==> src/rtl/wtile_col_prefetch_db.sv <==
// Double-buffered weight-column prefetcher: fills one column of M rows, LANES words per SRAM beat, while the other buffer is consumed.
// Unstalled latency is M/LANES+2 cycles from start. CPU writes stall issue, and a write to the column being filled restarts the fill.
module wtile_col_prefetch_db #(
    parameter int M      = 8,
    parameter int KMAX   = 1024,
    parameter int DATA_W = 32,
    parameter int BYTE_W = DATA_W / 8,
    parameter int LANES  = 2,
    parameter int ROW_W  = (M <= 1) ? 1 : $clog2(M),
    parameter int K_W    = (KMAX <= 1) ? 1 : $clog2(KMAX)
) (
    input  logic                      clk,
    input  logic                      rst,
    input  logic                      start_k,
    input  logic [K_W-1:0]            k_idx,
    output logic                      start_ready,
    output logic                      col_valid,
    input  logic                      col_accept,
    output logic [K_W-1:0]            col_k,
    output logic [M*DATA_W-1:0]       col_data,
    input  logic                      cpu_w_we,
    input  logic [ROW_W-1:0]          cpu_w_row,
    input  logic [K_W-1:0]            cpu_w_k,
    input  logic [DATA_W-1:0]         cpu_w_wdata,
    input  logic [BYTE_W-1:0]         cpu_w_wmask,
    output logic                      sram_en,
    output logic                      sram_re,
    output logic                      sram_we,
    output logic [ROW_W-1:0]          sram_row,
    output logic [K_W-1:0]            sram_k,
    output logic [DATA_W-1:0]         sram_wdata,
    output logic [BYTE_W-1:0]         sram_wmask,
    input  logic [LANES*DATA_W-1:0]   sram_rdata,
    input  logic                      sram_rvalid,
    output logic                      busy,
    output logic [15:0]               refetch_cnt
);

    localparam int NB    = M / LANES;
    localparam int CNT_W = $clog2(NB + 1);
    localparam logic [CNT_W-1:0] NB_C   = CNT_W'(NB);
    localparam logic [CNT_W-1:0] NB_END = CNT_W'(NB - 1);

    typedef enum logic [1:0] {B_FREE, B_FILLING, B_FULL} buf_st_t;
    typedef enum logic {S_IDLE, S_FILL} fsm_t;

    fsm_t              state;
    buf_st_t           buf_st  [2];
    logic [K_W-1:0]    buf_tag [2];
    logic [DATA_W-1:0] buf_dat [2][M];
    logic              wr_ptr;
    logic              rd_ptr;
    logic [CNT_W-1:0]  issue_cnt;
    logic [CNT_W-1:0]  beat_cnt;
    logic              restart;
    logic              rd_pend;

    logic              start_acc;
    logic              fill_act;
    logic              issue_go;
    logic              hazard;
    logic              beat_ok;
    logic              last_beat;

    assign start_ready = (state == S_IDLE) && (buf_st[wr_ptr] == B_FREE);
    assign start_acc   = start_k && start_ready;
    assign fill_act    = (state == S_FILL);
    assign busy        = fill_act;
    assign issue_go    = fill_act && (issue_cnt < NB_C) && !cpu_w_we && !restart;
    assign hazard      = fill_act && cpu_w_we && (cpu_w_k == buf_tag[wr_ptr]);
    // rd_pend gates rvalid so beats from before a reset or a restart never land
    assign beat_ok     = fill_act && sram_rvalid && rd_pend && !restart;
    assign last_beat   = beat_ok && (beat_cnt == NB_END) && !hazard;

    assign col_valid = (buf_st[rd_ptr] == B_FULL);
    assign col_k     = buf_tag[rd_ptr];

    for (genvar r = 0; r < M; r++) begin : g_col
        assign col_data[r*DATA_W +: DATA_W] = buf_dat[rd_ptr][r];
    end

    always_comb begin
        sram_en    = 1'b0;
        sram_re    = 1'b0;
        sram_we    = 1'b0;
        sram_row   = '0;
        sram_k     = '0;
        sram_wdata = '0;
        sram_wmask = '0;
        if (cpu_w_we) begin
            sram_en    = 1'b1;
            sram_we    = 1'b1;
            sram_row   = cpu_w_row;
            sram_k     = cpu_w_k;
            sram_wdata = cpu_w_wdata;
            sram_wmask = cpu_w_wmask;
        end else if (issue_go) begin
            sram_en  = 1'b1;
            sram_re  = 1'b1;
            sram_row = ROW_W'(int'(issue_cnt) * LANES);
            sram_k   = buf_tag[wr_ptr];
        end
    end

    always_ff @(posedge clk or negedge rst) begin
        if (!rst) begin
            state       <= S_IDLE;
            wr_ptr      <= 1'b0;
            rd_ptr      <= 1'b0;
            issue_cnt   <= '0;
            beat_cnt    <= '0;
            restart     <= 1'b0;
            rd_pend     <= 1'b0;
            refetch_cnt <= '0;
            for (int b = 0; b < 2; b++) begin
                buf_st[b]  <= B_FREE;
                buf_tag[b] <= '0;
                for (int r = 0; r < M; r++) begin
                    buf_dat[b][r] <= '0;
                end
            end
        end else begin
            rd_pend <= issue_go;

            if (col_valid && col_accept) begin
                buf_st[rd_ptr] <= B_FREE;
                rd_ptr         <= ~rd_ptr;
            end

            if (hazard && (refetch_cnt != 16'hFFFF)) begin
                refetch_cnt <= refetch_cnt + 16'd1;
            end

            case (state)
                S_IDLE: begin
                    if (start_acc) begin
                        buf_tag[wr_ptr] <= k_idx;
                        buf_st[wr_ptr]  <= B_FILLING;
                        issue_cnt       <= '0;
                        beat_cnt        <= '0;
                        restart         <= 1'b0;
                        state           <= S_FILL;
                    end
                end
                S_FILL: begin
                    if (issue_go) begin
                        issue_cnt <= issue_cnt + CNT_W'(1);
                    end
                    if (beat_ok) begin
                        for (int l = 0; l < LANES; l++) begin
                            buf_dat[wr_ptr][ROW_W'(int'(beat_cnt) * LANES + l)] <= sram_rdata[l*DATA_W +: DATA_W];
                        end
                        beat_cnt <= beat_cnt + CNT_W'(1);
                    end
                    // a fresh hazard wins over clearing a previous restart
                    if (hazard) begin
                        restart <= 1'b1;
                    end else if (restart && !rd_pend) begin
                        restart   <= 1'b0;
                        issue_cnt <= '0;
                        beat_cnt  <= '0;
                    end else if (last_beat) begin
                        buf_st[wr_ptr] <= B_FULL;
                        wr_ptr         <= ~wr_ptr;
                        state          <= S_IDLE;
                    end
                end
                default: state <= S_IDLE;
            endcase
        end
    end

endmodule
==> config.mk <==
export PLATFORM = sky130hd
export DESIGN_NAME = wtile_col_prefetch_db
export DESIGN_NICKNAME = d
export VERILOG_FILES = /design/src/rtl/wtile_col_prefetch_db.sv
export SDC_FILE = /design/constraint.sdc
export NUM_CORES = 1
export LEC_CHECK = 0
export CORE_ASPECT_RATIO = 0.7
export CORE_MARGIN = 3
export CORE_UTILIZATION = 35
export DETAILED_ROUTE_END_ITERATION = 10
export PLACE_DENSITY = 0.54
export RECOVER_POWER = 50
export SLEW_MARGIN = 0
export SYNTH_ARGS = -nofsm -noshare
export SYNTH_HDL_FRONTEND = slang
export SYNTH_SLANG_ARGS = --single-unit
==> constraint.sdc <==
create_clock -name clk -period 3.16 [get_ports clk]
set_input_delay 0.948 -clock clk [delete_from_list [all_inputs] [get_ports clk]]
set_output_delay 0.948 -clock clk [all_outputs]
set_load 0.005 [all_outputs]
**Word-level counts from Yosys, hierarchy flattened**

Cells that the tools add are included.

- Register bits: 563
- Bits of input ports: 129
- Output and inout bits: 337
- Word-level logic and storage cells: 158

- Add/subtract/negate cells: 4
- $lt $le $gt $ge: 9
- Equality and inequality tests: 6
- Mux-type cells: 66
- Bitwise gates (word level): 17
- Reductions and logical operators: 28

Operator list:

| operator | count |
|---|---|
| $mux 256 | 5 |
| $bwmux 512 | 2 |
| $demux 256 s1 | 2 |
| $demux 32 s3 | 2 |
| $mux 32 | 3 |
| $mux 10 | 9 |
| $mux 3 | 9 |
| $mux 4 | 6 |
| $bwmux 20 | 1 |
| $logic_and 1x1->1 | 19 |
| $add 16x1->16 const B | 1 |
| $mux 2 | 8 |
| $ne 16x16->1 const B | 1 |
| $pmux 3 s2 | 2 |
| $mux 1 | 11 |
| $demux 10 s1 | 1 |
| $eq 10x10->1 | 1 |
| $add 3x1->3 const B | 3 |
| $ge 3x4->1 const B | 2 |
| $pmux 4 s2 | 1 |
| $lt 3x1->1 const B | 2 |
| $not 3->3 | 2 |
| $reduce_and 2->1 | 3 |
| $not 1->1 | 5 |
| 18 further kinds | 29 |

**Longest topological paths before layout**

- Depth in word-level cells: 13
- Mapped depth: 9
- Mapped depth without buffers: 7

**Least setup slack after synthesis**

Ideal clock, no wire load.

- Path type: input to output
- Start: in cpu_w_we
- End: out sram_k[0]
- Data arrival time: 1.894 ns
- Required time: 2.212 ns
- Setup slack: 0.318 ns
- Stages: 4
- Path buffers: 2
- Path through: clkbuf_1 -> or3_1 -> clkbuf_1 -> o21ai_0

- Longest elaborated chain between the ends: 5

Ends and longest elaborated chain:

| what | RTL line | RTL |
|---|---|---|
| start, declared | 21 | `input logic cpu_w_we,` |
| $logic_not 1->1 | 69 | `assign issue_go = fill_act && (issue_cnt < NB_C) && !cpu_w_we && !restart;` |
| $logic_and 1x1->1 (2 in a row) | 69 |  |
| $mux 10 | 97 | `end else if (issue_go) begin` |
| $mux 10 * | 90 | `if (cpu_w_we) begin` |
| end, declared | 30 | `output logic [K_W-1:0] sram_k,` |

Mark *: on every way between the ends. The rest lies on a longest branch, timed or not.

**Worst setup path after layout**

- Start: reg rd_ptr
- End: out col_data[89]

- Longest elaborated chain between the ends: 4

Ends and longest elaborated chain:

| what | RTL line | RTL |
|---|---|---|
| start, declared | 52 | `logic rd_ptr;` |
| start signal, assigned | 127 | `rd_ptr <= ~rd_ptr;` |
| $not 1->2 (not written as such) | 79 | `assign col_data[r*DATA_W +: DATA_W] = buf_dat[rd_ptr][r];` |
| $mux 256 (3 in a row) | n/a |  |
| end, declared | 20 | `output logic [M*DATA_W-1:0] col_data,` |

No other way between the ends. The select of a mux whose other input is x is not followed.

==> flow_metrics.py <==
metrics = {
    "setup_path": {
        "path_cells": "buf_12, buf_12, mux2_2, clkdlybuf4s50_1",
        "cpMostUsedCell": "buf_12",
        "cp_top_family": "buffers and inverters",
        "slowest_delay_ns": 0.49,
        "crit_type": "reg2out",
        "critPathSlowestCell": "dfrtp_4",
        "critPathLaunchType": "flop",
        "crit_buf_inv": 3,
        "endpoint_kind": "primary output",
        "cp.required_ns": 2.21,
        "cp_max_fo": 20,
        "worstPathArrival_ns": 2.35,
    },
    "yosys": {
        "syn_inst": 1671,
        "syn_area_sq_mm": 0.0250,
        "synth_seq_cells": 563,
        "syn_avg_cell_area_sq_um": 15.0,
        "async_reset_ff_frac": 1.00,
        "syn_nets": 1808,
        "yosys-top-cells-area": "dfrtp_1 56%, mux2_2 36%, buf_2 1.1%, and2_1 1.0%, clkbuf_1 0.56%",
        "synthTopCellsByCount": "789 x mux2_2, 563 x dfrtp_1, 56 x buf_2, 40 x and2_1, 37 x clkbuf_1",
        "synthFlopType": "dfrtp_1",
        "yosysMostFrequentCell": "mux2_2",
        "yosys_warnings": 0,
        "synth_top_cell_by_area": "dfrtp_1",
        "ys_seq_area_frac": 0.564,
        "synth_top_cell_area_share": 0.564,
        "synth_edf_count": 0,
        "ys_types": 43,
    },
    "power_and_ir_drop": {
        "leakage_nw": 17.0,
        "power_per_cell_area_mw_per_mm2": 906,
        "peakVddDrop_v": 0.000479,
        "power.total_mw": 30.5,
    },
    "sta": {
        "period_needed_ns": 3.30,
        "whs_ns": 0.492,
        "tns_ns": -5.72,
        "hold_viol": 0,
        "period_share": 1.04,
        "rsz0062_at_grt": "true",
        "setup_ws_ns": -0.136,
        "tightest_slew_ns": 1.66,
        "fmax_mhz": 303,
        "slew_violations": 55,
        "max_slew_margin": -0.104,
        "setup_violations": 75,
        "fin_skew_ns": 0.0217,
    },
    "run_status": {
        "violations": "max-capacitance violations, max-slew violations, negative setup slack",
        "status": "finished, violations left",
    },
    "drt": {
        "route.met3.wl_mm": 3.17,
        "routed_via_density": 4.90,
        "met2_length_mm": 33.7,
        "drc": 0,
        "vias": 15700,
        "top_layer_used": "met4",
        "drtIter0Drc": 607,
        "wl_met1_mm": 31.4,
        "wl_mm": 69.6,
        "wire_per_inst_um": 21.7,
        "dr.pass1.iters": 4,
        "ant_nets": 0,
    },
    "finish": {
        "final_area_sq_mm": 0.0337,
        "final_cells": 3208,
        "n_fill_cell": 6178,
        "final_layout_size_suffix_gt1_frac": 0.458,
        "syn_to_final_growth_pct": 34.8,
        "fin_nets": 2339,
    },
    "floorplanning": {
        "start_util": 0.356,
        "rows": 81,
        "die_w_um": 325,
        "die_height_um": 230,
        "die_area_sq_mm": 0.0747,
        "io_pins": 466,
        "core_area_sq_mm": 0.0702,
    },
    "cts": {
        "cts_root_buf": "clkbuf_16",
        "cts.htree.levels": 2,
        "cts_buffers": 57,
        "ctsHoldBuffers": 0,
        "clock_sinks": 563,
        "cts_buffer_depth": 3,
        "clkLatencyLatePin_ns": 0.61,
        "clkSlewWorstSetupHoldPaths_ns": 0.06,
        "cts_tree": "built",
    },
    "flow_run": {
        "cap_viol_max_count": 1,
    },
    "global_routing": {
        "grtUsageTotal": 0.185,
        "grt_pass1_vias": 17100,
        "overflow": 0,
        "grt_max_degree": 83,
        "antenna_found_initial": 3,
        "grt_pass1_wl_mm": 107,
    },
    "placed_design": {
        "hpwlAfterDp_mm": 46.3,
        "gp_congestion": 0.761,
        "port_buffers": 465,
        "placed_cell_area_sq_mm": 0.0313,
        "dp_cells": 3056,
    },
    "worst_hold_path": {
        "holdCritPathClass": "reg2reg",
    },
}
==> layer usage <==
metal,vias up,global-route usage
li1,7062,-
met1,8243,0.248
met2,323,0.312
met3,79,0.0348
met4,0,0.0400
met5,-,0
==> per-stage QoR <==
stage                     setup slack (ns)   util
after floorplan                      0.318      -
after global placement              -0.466  0.446
after detailed placement            -0.478  0.446
after CTS                           -0.197  0.477
after global routing                -0.231  0.479
final                               -0.136  0.480
==> layout by cell type, fill, tap and decap left out, drive strengths merged, types with 4 or more instances in the layout <==
master | synthesis | layout
xnor2 | 14 | 14
ha | 8 | 8
buf | 61 | 86
nor2 | 15 | 15
mux2i | 10 | 10
clkbuf | 37 | 134
nor4 | 7 | 7
clkdlybuf4s15 | 0 | 16
nand3 | 15 | 15
diode | 0 | 4
mux2 | 800 | 800
nand2 | 30 | 30
dlygate4sd2 | 0 | 71
a22o | 4 | 4
and2 | 40 | 40
clkdlybuf4s50 | 0 | 256
inv | 9 | 10
clkinv | 0 | 17
dlymetal6s2s | 0 | 88
o21ai | 12 | 12
dfrtp | 563 | 563
bufinv | 0 | 6
nand4 | 4 | 4
xor2 | 13 | 13
nor3 | 6 | 6
==> flip-flops by register name (all words and copies together) (netlist names) <==
register and count:
buf_dat 512, buf_tag 20, refetch_cnt 16, buf_st 4, beat_cnt 3, issue_cnt 3, busy 1, rd_pend 1
rd_ptr 1, restart 1, wr_ptr 1
==> logic make-up (layout without fill, tap and decap cells) <==
| group | Yosys count | count (layout) | synth area share |
|---|---|---|---|
| AOI/OAI and AO/OA | 27 | 27 | 0.00706 |
| xor gates and xnor gates | 27 | 27 | 0.00946 |
| adders and majority gates | 8 | 8 | 0.00401 |
| buffers and inverters | 107 | 686 | 0.0201 |
| DFF | 563 | 563 | 0.564 |
| muxes | 810 | 810 | 0.365 |
| other | 0 | 4 | 0 |
| and+or+nand+nor | 129 | 129 | 0.0309 |
==> path summary, 6_finish.rpt <==
check | cells after the start | to | slack [ns] | startpoint
setup / recovery | 4 | col_data[89] | -0.14 | rd_ptr
hold / removal | 1 | buf_dat[24] | 0.49 | buf_dat[24]
setup reg to reg | 7 | buf_dat[159] | 0.28 | busy
hold reg to reg | 1 | buf_dat[24] | 0.49 | buf_dat[24]
max in group asynchronous | 2 | buf_dat[382] | 0.31 | rst
min in group asynchronous | 1 | buf_dat[333] | 0.71 | rst
==> where the power goes <==
part / switching (mW) / internal, mW
combinational: 4.73 / 7.79
clock: 2.91 / 4.15
sequential: 1.21 / 9.73
==> layout make-up <==
cell class                      instances  area (sq um)  area share
Sequential cell                       563         14100       0.418
Timing Repair Buffer                  570          5830       0.173
Multi-Input combinational cell       1001         10500       0.313
Inverter                                9          33.8     0.00100
Clock buffer                           82          1660      0.0493
Antenna cell                            4          10.0    0.000297
Tap cell                              954          1190      0.0354
Clock inverter                         25           308     0.00914
==> timing repair <==
item,4_1_cts,5_1_grt
endpoints found under the hold margin,0,0
gates cloned,1,1
resized for setup,179,193
setup endpoints to repair,309,254
buffers inserted,24,19
pin swaps,1,1
(Power assumes the default switching activity.)
